$ cat src/rtl/register_addr_ctr_pkg.sv
// register_addr_pkg: shared types and constants for the address register slice.
//   op_e      - operation applied to the register value at a clock edge
//   MODE_WRAP - modulo-2^WIDTH arithmetic
//   MODE_SAT  - clamp at 0 / 2^WIDTH-1
package register_addr_pkg;

    typedef enum logic [2:0] {
        OP_HOLD    = 3'd0,
        OP_LOAD    = 3'd1,
        OP_RESTORE = 3'd2,
        OP_ADD     = 3'd3,
        OP_INC     = 3'd4,
        OP_DEC     = 3'd5
    } op_e;

    localparam int MODE_WRAP = 0;
    localparam int MODE_SAT  = 1;

endpackage

$ cat src/rtl/register_addr_ctr_if.sv
// register_addr_ctr_if: control and bus signals of the address register.
// Control inputs are active-low; bus enables are active-high.
//   load_xfer, add_off, inc, dec, clr_ovf  - operation requests
//   offset_in                              - signed relative offset
//   xfer_in                                - transfer bus data in
//   assert_addr, assert_xfer               - bus drive requests
//   addr_out, xfer_out, addr_en, xfer_en   - bus outputs
//   ovf                                    - sticky overflow flag
//   save, restore                          - only with REGISTER_ADDR_SHADOW_EN
// master: the controlling side (CPU sequencer); slave: the register.
interface register_addr_ctr_if #(
    parameter int WIDTH        = 16,
    parameter int OFFSET_WIDTH = 8
);
    logic                    load_xfer;
    logic                    add_off;
    logic                    inc;
    logic                    dec;
    logic                    clr_ovf;
    logic [OFFSET_WIDTH-1:0] offset_in;
    logic [WIDTH-1:0]        xfer_in;
    logic                    assert_addr;
    logic                    assert_xfer;
    logic [WIDTH-1:0]        addr_out;
    logic [WIDTH-1:0]        xfer_out;
    logic                    addr_en;
    logic                    xfer_en;
    logic                    ovf;
`ifdef REGISTER_ADDR_SHADOW_EN
    logic                    save;
    logic                    restore;
`endif

    modport master (
        output load_xfer, add_off, inc, dec, clr_ovf, offset_in, xfer_in,
               assert_addr, assert_xfer,
`ifdef REGISTER_ADDR_SHADOW_EN
        output save, restore,
`endif
        input  addr_out, xfer_out, addr_en, xfer_en, ovf
    );

    modport slave (
        input  load_xfer, add_off, inc, dec, clr_ovf, offset_in, xfer_in,
               assert_addr, assert_xfer,
`ifdef REGISTER_ADDR_SHADOW_EN
        input  save, restore,
`endif
        output addr_out, xfer_out, addr_en, xfer_en, ovf
    );

endinterface

$ cat src/rtl/register_addr_ctr_alu.sv
// register_addr_alu: combinational next-value computation.
//   value   - current register value
//   op      - selected operation
//   offset  - signed relative offset (sign-extended internally)
//   xfer_in - load data
//   shadow  - restore data
//   next    - value to register at the edge
//   ovf_set - strobe: the arithmetic result left [0, 2^WIDTH-1]
module register_addr_alu
    import register_addr_pkg::*;
#(
    parameter int WIDTH        = 16,
    parameter int STEP         = 1,
    parameter int OFFSET_WIDTH = 8,
    parameter int SATURATE     = MODE_WRAP
) (
    input  logic [WIDTH-1:0]        value,
    input  op_e                     op,
    input  logic [OFFSET_WIDTH-1:0] offset,
    input  logic [WIDTH-1:0]        xfer_in,
    input  logic [WIDTH-1:0]        shadow,
    output logic [WIDTH-1:0]        next,
    output logic                    ovf_set
);

    localparam logic [WIDTH:0] STEP_X = (WIDTH+1)'(STEP);

    logic [WIDTH:0] w_val_x;
    logic [WIDTH:0] w_off_x;
    logic [WIDTH:0] w_sum;
    logic           w_arith;
    logic           w_up;

    assign w_val_x = {1'b0, value};
    assign w_off_x = {{(WIDTH+1-OFFSET_WIDTH){offset[OFFSET_WIDTH-1]}}, offset};

    always_comb begin
        w_sum   = w_val_x;
        w_arith = 1'b0;
        w_up    = 1'b1;
        case (op)
            OP_ADD: begin
                w_sum   = w_val_x + w_off_x;
                w_arith = 1'b1;
                w_up    = ~offset[OFFSET_WIDTH-1];
            end
            OP_INC: begin
                w_sum   = w_val_x + STEP_X;
                w_arith = 1'b1;
                w_up    = 1'b1;
            end
            OP_DEC: begin
                w_sum   = w_val_x - STEP_X;
                w_arith = 1'b1;
                w_up    = 1'b0;
            end
            default: ;
        endcase
    end

    // Bit WIDTH of the (WIDTH+1)-bit result flags leaving the range; the
    // direction (carry vs borrow) is known from the operation itself.
    always_comb begin
        next    = value;
        ovf_set = 1'b0;
        case (op)
            OP_LOAD:    next = xfer_in;
            OP_RESTORE: next = shadow;
            default: begin
                if (w_arith) begin
                    ovf_set = w_sum[WIDTH];
                    if (w_sum[WIDTH] && (SATURATE == MODE_SAT))
                        next = w_up ? '1 : '0;
                    else
                        next = w_sum[WIDTH-1:0];
                end
            end
        endcase
    end

endmodule

$ cat src/rtl/register_addr_ctr.sv
// register_addr_ctr: parametrised address register (PC/SP/index) for the
// address and transfer buses. Load, inc/dec by STEP, signed-offset add,
// wrap or saturate arithmetic, sticky overflow flag.
// Ports:
//   clk   - rising-edge clock
//   reset - asynchronous active-high; value <= DEFAULT_VALUE, ovf <= 0
//   bus   - register_addr_ctr_if.slave (controls, data, bus outputs)
// Optional: define REGISTER_ADDR_SHADOW_EN to add save/restore and a
// shadow register for interrupt entry/return.
// Operation priority: load_xfer > restore > add_off > inc > dec > hold.
module register_addr_ctr
    import register_addr_pkg::*;
#(
    parameter int               WIDTH         = 16,
    parameter logic [WIDTH-1:0] DEFAULT_VALUE = '0,
    parameter int               STEP          = 1,
    parameter int               OFFSET_WIDTH  = 8,
    parameter int               SATURATE      = MODE_WRAP
) (
    input  logic               clk,
    input  logic               reset,
    register_addr_ctr_if.slave bus
);

    logic [WIDTH-1:0] r_value;
    logic             r_ovf;
    logic [WIDTH-1:0] w_shadow;
    logic [WIDTH-1:0] w_next;
    logic             w_ovf_set;
    op_e              w_op;

    always_comb begin
        w_op = OP_HOLD;
        if (!bus.load_xfer)
            w_op = OP_LOAD;
`ifdef REGISTER_ADDR_SHADOW_EN
        else if (!bus.restore)
            w_op = OP_RESTORE;
`endif
        else if (!bus.add_off)
            w_op = OP_ADD;
        else if (!bus.inc)
            w_op = OP_INC;
        else if (!bus.dec)
            w_op = OP_DEC;
    end

    register_addr_alu #(
        .WIDTH        (WIDTH),
        .STEP         (STEP),
        .OFFSET_WIDTH (OFFSET_WIDTH),
        .SATURATE     (SATURATE)
    ) u_alu (
        .value   (r_value),
        .op      (w_op),
        .offset  (bus.offset_in),
        .xfer_in (bus.xfer_in),
        .shadow  (w_shadow),
        .next    (w_next),
        .ovf_set (w_ovf_set)
    );

    // A new overflow on the same edge as clr_ovf keeps the flag set.
    always_ff @(posedge clk or posedge reset) begin
        if (reset) begin
            r_value <= DEFAULT_VALUE;
            r_ovf   <= 1'b0;
        end else begin
            r_value <= w_next;
            if (w_ovf_set)
                r_ovf <= 1'b1;
            else if (!bus.clr_ovf)
                r_ovf <= 1'b0;
        end
    end

`ifdef REGISTER_ADDR_SHADOW_EN
    logic [WIDTH-1:0] r_shadow;

    // Captures the pre-op value, independent of whatever op runs this edge.
    always_ff @(posedge clk or posedge reset) begin
        if (reset)
            r_shadow <= DEFAULT_VALUE;
        else if (!bus.save)
            r_shadow <= r_value;
    end

    assign w_shadow = r_shadow;
`else
    assign w_shadow = '0;
`endif

    assign bus.addr_out = r_value;
    assign bus.xfer_out = r_value;
    assign bus.ovf      = r_ovf;
    assign bus.addr_en  = ~bus.assert_addr;
    assign bus.xfer_en  = ~bus.assert_xfer;

endmodule

$ cat src/flat_wrapper.sv
// flat-port wrapper written by rule: the top's interface ports become plain ports
module register_addr_ctr_flat import register_addr_pkg::*;
#(
    parameter int               WIDTH         = 16,
    parameter logic [WIDTH-1:0] DEFAULT_VALUE = '0,
    parameter int               STEP          = 1,
    parameter int               OFFSET_WIDTH  = 8,
    parameter int               SATURATE      = MODE_WRAP
)
  (clk, reset, bus_load_xfer, bus_add_off, bus_inc, bus_dec, bus_clr_ovf, bus_offset_in, bus_xfer_in, bus_assert_addr, bus_assert_xfer, bus_addr_out, bus_xfer_out, bus_addr_en, bus_xfer_en, bus_ovf);
  register_addr_ctr_if #(.WIDTH(WIDTH), .OFFSET_WIDTH(OFFSET_WIDTH)) bus_i ();
  input  logic clk;
  input  logic reset;
  input wire logic [$bits(bus_i.load_xfer)-1:0] bus_load_xfer;
  input wire logic [$bits(bus_i.add_off)-1:0] bus_add_off;
  input wire logic [$bits(bus_i.inc)-1:0] bus_inc;
  input wire logic [$bits(bus_i.dec)-1:0] bus_dec;
  input wire logic [$bits(bus_i.clr_ovf)-1:0] bus_clr_ovf;
  input wire logic [$bits(bus_i.offset_in)-1:0] bus_offset_in;
  input wire logic [$bits(bus_i.xfer_in)-1:0] bus_xfer_in;
  input wire logic [$bits(bus_i.assert_addr)-1:0] bus_assert_addr;
  input wire logic [$bits(bus_i.assert_xfer)-1:0] bus_assert_xfer;
  output wire logic [$bits(bus_i.addr_out)-1:0] bus_addr_out;
  output wire logic [$bits(bus_i.xfer_out)-1:0] bus_xfer_out;
  output wire logic [$bits(bus_i.addr_en)-1:0] bus_addr_en;
  output wire logic [$bits(bus_i.xfer_en)-1:0] bus_xfer_en;
  output wire logic [$bits(bus_i.ovf)-1:0] bus_ovf;
  assign bus_i.load_xfer = bus_load_xfer;
  assign bus_i.add_off = bus_add_off;
  assign bus_i.inc = bus_inc;
  assign bus_i.dec = bus_dec;
  assign bus_i.clr_ovf = bus_clr_ovf;
  assign bus_i.offset_in = bus_offset_in;
  assign bus_i.xfer_in = bus_xfer_in;
  assign bus_i.assert_addr = bus_assert_addr;
  assign bus_i.assert_xfer = bus_assert_xfer;
  assign bus_addr_out = bus_i.addr_out;
  assign bus_xfer_out = bus_i.xfer_out;
  assign bus_addr_en = bus_i.addr_en;
  assign bus_xfer_en = bus_i.xfer_en;
  assign bus_ovf = bus_i.ovf;
  register_addr_ctr #(.WIDTH(WIDTH), .DEFAULT_VALUE(DEFAULT_VALUE), .STEP(STEP), .OFFSET_WIDTH(OFFSET_WIDTH), .SATURATE(SATURATE)) u_core (.clk(clk), .reset(reset), .bus(bus_i));
endmodule
$ cat config.mk
export PLATFORM = sky130hd
export DESIGN_NAME = register_addr_ctr_flat
export DESIGN_NICKNAME = d
export VERILOG_FILES = /design/src/rtl/register_addr_ctr_pkg.sv /design/src/rtl/register_addr_ctr_if.sv /design/src/rtl/register_addr_ctr_alu.sv /design/src/rtl/register_addr_ctr.sv /design/src/flat_wrapper.sv
export SDC_FILE = /design/constraint.sdc
export NUM_CORES = 1
export LEC_CHECK = 0
export CAP_MARGIN = 20
export CORE_UTILIZATION = 50
export DETAILED_ROUTE_END_ITERATION = 10
export PLACE_DENSITY = 0.87
export SYNTH_ARGS = -nofsm -noshare
export SYNTH_HDL_FRONTEND = slang
export SYNTH_SLANG_ARGS = --single-unit
$ cat constraint.sdc
create_clock -name clk -period 5 [get_ports clk]
set_input_delay 1 -clock clk [delete_from_list [all_inputs] [get_ports clk]]
set_output_delay 1 -clock clk [all_outputs]
set_load 0.05 [all_outputs]
# Word-level counts from Yosys, hierarchy flattened
# Index checks and enable logic that the tools add are counted.
[totals]
regBits = 17
latchBits = 0
ramBits = 0
mem_bits_ro = 0
inputBits = 33
output_inout_bits = 35
wordCells = 30
n_memories = 0
[op_classes]
addsub = 3
n_mul = 0
n_div = 0
n_lt_le_gt_ge = 0
n_eq_ne = 6
n_shift = 0
muxes = 12
bitwise = 2
reduce_logical = 5
[ops]
columns = ["operator", "n"]
rows = [
  ["$pmux W17 S3", 1],
  ["$pmux W16 S2", 1],
  ["$add A16 B1 Y17 const B", 1],
  ["$add A16 B17 Y17", 1],
  ["$sub A16 B1 Y17 const B", 1],
  ["$mux W16", 1],
  ["$mux W3", 4],
  ["$eq A3 B2 Y1 const B", 2],
  ["$eq A3 B3 Y1 const B", 2],
  ["$mux W1", 5],
  ["$reduce_bool A5 Y1", 1],
  ["$eq A3 B1 Y1 const B", 1],
  ["$reduce_bool A3 Y1", 1],
  ["$reduce_or A3 Y1", 1],
  ["$ne A2 B1 Y1 const B", 1],
  ["$not A1 Y1", 2],
  ["$reduce_and A2 Y1", 1],
  ["$reduce_or A2 Y1", 1],
]

# Depth between registers and ports, before layout
[depth]
word_depth = 10
mapped_depth = 15
ltp_nobuf = 15

# Hierarchy
# Synthesis repeated with hierarchy kept, for this count alone.
[unflattened]
hier_cells = 327
hier_area_um2 = 2443.6
[by_module_without_submodules]
columns = ["module", "n_inst", "cells_each", "area_per_inst_um2", "seq_area_each_um2"]
rows = [
  ["register_addr_alu", 1, 284, 1846.8, 0.0],
  ["register_addr_ctr", 1, 43, 596.8, 425.4],
]

# Least setup slack after synthesis
# Ideal clock, no wire load.
[synth_timing]
path_kind = "input -> register"
from = "input bus_offset_in[5]"
to = "register u_core.r_value[15], in the netlist u_core.bus.addr_out[15]"
setup_ps = 94
arrival_ps = 3381
required_ps = 4906
slack_ps = 1525
stages = 14
n_path_buf = 0
path_cell_list = "nor4_1 > nand2_1 > nor2_1 > nand2_1 > ha_1 > inv_1 > o21ai_0 > ha_1 > and2_1 > a211oi_1 > nor2b_1 > a21oi_2 > xnor2_1 > a221oi_2"
[synth_via]
elab_chain_cells = 4
[synth_rtl]
columns = ["item", "line", "source"]
rows = [
  ["start, declared", "flat_wrapper.sv:19", "input wire logic [$bits(bus_i.offset_in)-1:0] bus_offset_in;"],
  ["$add A16 B17 Y17", "register_addr_ctr_alu.sv:43", "w_sum = w_val_x + w_off_x;"],
  ["$pmux W17 S3", "register_addr_ctr_alu.sv:41", "case (op)"],
  ["$mux W16", "register_addr_ctr_alu.sv:70", "if (w_arith) begin"],
  ["$pmux W16 S2", "register_addr_ctr_alu.sv:66", "case (op)"],
  ["end signal, assigned", "register_addr_ctr.sv:69", "r_value <= w_next;"],
  ["end, declared", "register_addr_ctr.sv:25", "logic [WIDTH-1:0] r_value;"],
]
# No other way between the ends. The select of a mux whose other input is x is not followed.
# A chain may end at the register's enable or synchronous reset.

# Final worst setup path
# Same ends and word-level chain as after synthesis.

==> flow_summary.yaml <==
worst_setup_path:
  worst-endpoint-arrival_ns: 4.18
  source_of_the_worst_register_to_register_timing_path: "u_core.bus.addr_out[4]$_DFFE_PP0P_"
  cp-start-kind: "input port"
  crit_fanout: 7
  worst-r2r-setup-slack_ns: 2.70
  worst_ep_required_time_ns: 5.17
  timing.critical_path.to_type: "register"
  worst-setup-path-type: "in -> reg"
  reg2reg_to: "u_core.bus.addr_out[9]$_DFFE_PP0P_"
  number_of_cell_instances_on_the_worst_register_to_register_path: 7
clock_tree:
  cts-htree-levels: 1
  post_cts_resize_count: 0
  clk_transition_reported_paths_ns: 0.08
  post_cts_buffers: 0
  tritoncts: "built"
  worst_skew_pair.late_latency_ns: 0.26
  ctsLongestPathBuffers: 2
  cts_root_buf: "clkbuf_8"
  cts_sinks: 17
  numCtsBuffers: 3
  cts.hold.buffers_added: 0
logic_synthesis:
  synth_top_flop_cell: "dfrtp_1"
  number_of_enable_flip_flop_cells_after_synthesis: 0
  synthesized_instance_count: 252
  yosys_warnings: 0
  netlist_area_sq_um: 1950
  yosysSeqAreaShare_pct: 21.8
  unique_masters_post_synth: 46
  synthesis.nets: 305
  synthesis.area_per_instance_sq_um: 7.73
  synth-async-reset-ratio_pct: 100
  postSynthRegisterBits: 17
cells_and_area:
  drive_gt1_share_pct: 5.33
  final_core_utilization_pct: 70.1
  design.final.nets: 354
  layout.filler_cells: 314
  most-common-layout-cells: "clkdlybuf4s50_1 (67), a21oi_1 (31), nor2_1 (20)"
  postLayoutCellArea_sq_um: 2590
  final_common_cell: "clkdlybuf4s50_1"
  insertedDiodeCount: 0
  layout-area-overhead-vs-synth_pct: 32.8
min_path:
  min_to: "u_core.bus.ovf$_DFFE_PP0P_"
  class_of_the_worst_hold_path: "reg -> reg"
  hold_depth: 1
  worst_min_path_start: "u_core.bus.ovf$_DFFE_PP0P_"
timing:
  timing.max_slew.rel_slack_pct: 52.9
  finalHoldViolCount: 0
  timing.clock.skew_ns: 0.00534
  fin_setup_tns_ns: 0
  grt_setup_unrepaired: "no"
  period_share_pct: 80.3
  setup_violations: 0
  post-route-min-period_ns: 4.01
  finalMaxSlewViolations: 0
  worst_slew_pin_slew_ns: 0.706
  max_clock_freq_mhz: 249
placement:
  portBuffers: 67
  gp_congestion: 0.979
  dpl-instance-area_sq_um: 2540
  dp.final_hpwl_microns: 4050
power:
  irDropWorstVdd_uv: 436
  power.switching_fraction_pct: 55.4
  overall_power_consumption_w: 0.00161
  p_leak_nw: 1.10
  cellPowerDensity_nw_per_um2: 621
  clockPowerShare_pct: 6.8
  power_report.internal_total_w: 0.000717
  seq_power_share_pct: 15.9
  power_switching_w: 0.000890
  p_comb_share_pct: 77.3
die:
  pin_count: 68
  chipHeight_microns: 64.4
  die_width_microns: 64.4
  design.die.area_sq_um: 4150
  floorplan.rows: 22
  initial_utilization_pct: 52.8
  placeableCoreArea_sq_um: 3690
global_routing:
  globalRouteTotalUtil_pct: 26.1
  largest_net_degree_at_the_start_of_global_routing: 19
  globalRoute.totalOverflow: 0
  grt_first_pass_wirelength_microns: 8490
  antenna_violations_before_repair: 0
  first_global_vias: 1824
routing:
  wl_per_cell_microns: 14.6
  dr_total_vias: 1995
  dr.first_iter.drc_count: 130
  firstDrtPassIters: 4
  total_met3_wirelength_after_detailed_routing_microns: 320
  met2WireLength_microns: 2510
  drc_errors: 0
  drt-met1-wl_microns: 2170
  antenna_violating_nets_post_route: 0
  detail_route.vias_per_cell: 5.73
  dr.max_layer_used: "met4"
  finalWirelength_microns: 5090
status:
  run_status: "finished clean"
job:
  maxCapViolations: 0
## metal layers
layer,global-route usage [%],vias up
li1,-,979
met1,33.3,919
met2,45.4,87
met3,3.70,10
met4,7.50,0
met5,0,-
## synthesized netlist by cell type (all sizes together) (2+ instances only)
cell     count  share of area [%]
a21oi       33                8.9
buf         22                7.5
o21ai       21                5.4
nor2        20                3.9
ha          19                 12
nand2       19                3.7
dfrtp       17                 22
inv         16                3.1
xnor2       12                5.4
o22ai        8                2.6
xor2         6                2.7
nand3        5                1.3
clkbuf       4               0.77
nand2b       4                1.3
a211oi       3                1.4
a31oi        3               0.96
mux2         3                1.7
nor2b        3               0.96
o2111ai      3                1.3
o21a         3                1.2
a21o         2               0.77
and2         2               0.64
mux2i        2                1.0
nand4        2               0.64
nand4b       2               0.90
nor3         2               0.51
o211ai       2               0.77
## cells by family (layout without fill, tap and decap cells)
| logic type | Yosys count | after routing | synth area share, % |
|---|---|---|---|
| flip-flops | 17 | 17 | 21.8 |
| multiplexers | 5 | 5 | 2.76 |
| AND/OR/NAND/NOR | 66 | 66 | 16.3 |
| AO/OA/AOI/OAI | 84 | 84 | 26.5 |
| XOR/XNOR | 18 | 18 | 8.09 |
| buffers and inverters | 42 | 90 | 11.3 |
| adder cells (fa/ha/maj) | 20 | 20 | 13.2 |
## registers in the layout, summed over array words and instances (netlist names)
| name | flops |
|---|---|
| u_core.bus.ovf | 1 |
| u_core.bus.addr_out | 16 |
## power by group through the flow
stage	Clock, W	Sequential (W)	Combinational (W)
after detailed placement	0	0.000258	0.00123
after CTS	0.000112	0.000256	0.00124
final	0.000110	0.000255	0.00124
after global placement	0	0.000254	0.00122
after floorplan	0	0.000441	0.000774
after global routing	0.000118	0.000266	0.00132
## cell type report
cell class              instances  area [sq um]  area share (%)
repair buffers                 70           693            26.8
clock buffers                   3          41.3            1.60
flip-flops and latches         17           425            16.4
inverters                      16          60.1            2.32
well taps                      48          60.1            2.32
multi-input cells             193          1300            50.3
clock inverters                 1          5.00           0.193
## how the worst max path moves through the flow
| stage | startpoint | end |
|---|---|---|
| 2_1_floorplan | bus_offset_in[5] | u_core.bus.addr_out[15]$_DFFE_PP0P_ |
| 3_3_place_gp | bus_offset_in[4] | u_core.bus.addr_out[15]$_DFFE_PP0P_ |
| 3_5_place_dp | bus_offset_in[5] | u_core.bus.addr_out[15]$_DFFE_PP0P_ |
| 4_1_cts | bus_offset_in[5] | u_core.bus.addr_out[15]$_DFFE_PP0P_ |
| 5_1_grt | bus_offset_in[4] | u_core.bus.addr_out[15]$_DFFE_PP0P_ |
| 6_report | bus_offset_in[5] | u_core.bus.addr_out[15]$_DFFE_PP0P_ |
## stage by stage
stage / std cells / hold WS [ns] / setup slack (ns)
6_report: 348 / 0.549 / 0.985
5_1_grt: 348 / 0.562 / 0.764
4_1_cts: 348 / 0.555 / 0.972
3_5_place_dp: 344 / 0.535 / 0.718
3_3_place_gp: 344 / 0.529 / 0.836
2_1_floorplan: 252 / 0.811 / 1.53
## critical path, stage by stage
cell             delay (ns)
clkdlybuf4s50_1        0.45
nor4_1                 0.37
nand2_1                0.14
nor2_1                 0.14
nand2_1                0.07
ha_1                   0.27
inv_1                  0.03
o21ai_0                0.22
ha_1                   0.35
and2_1                 0.19
a211oi_1               0.30
nor2b_1                0.20
a21oi_2                0.07
xnor2_1                0.14
a221oi_2               0.23
(Power assumes the default switching activity.)
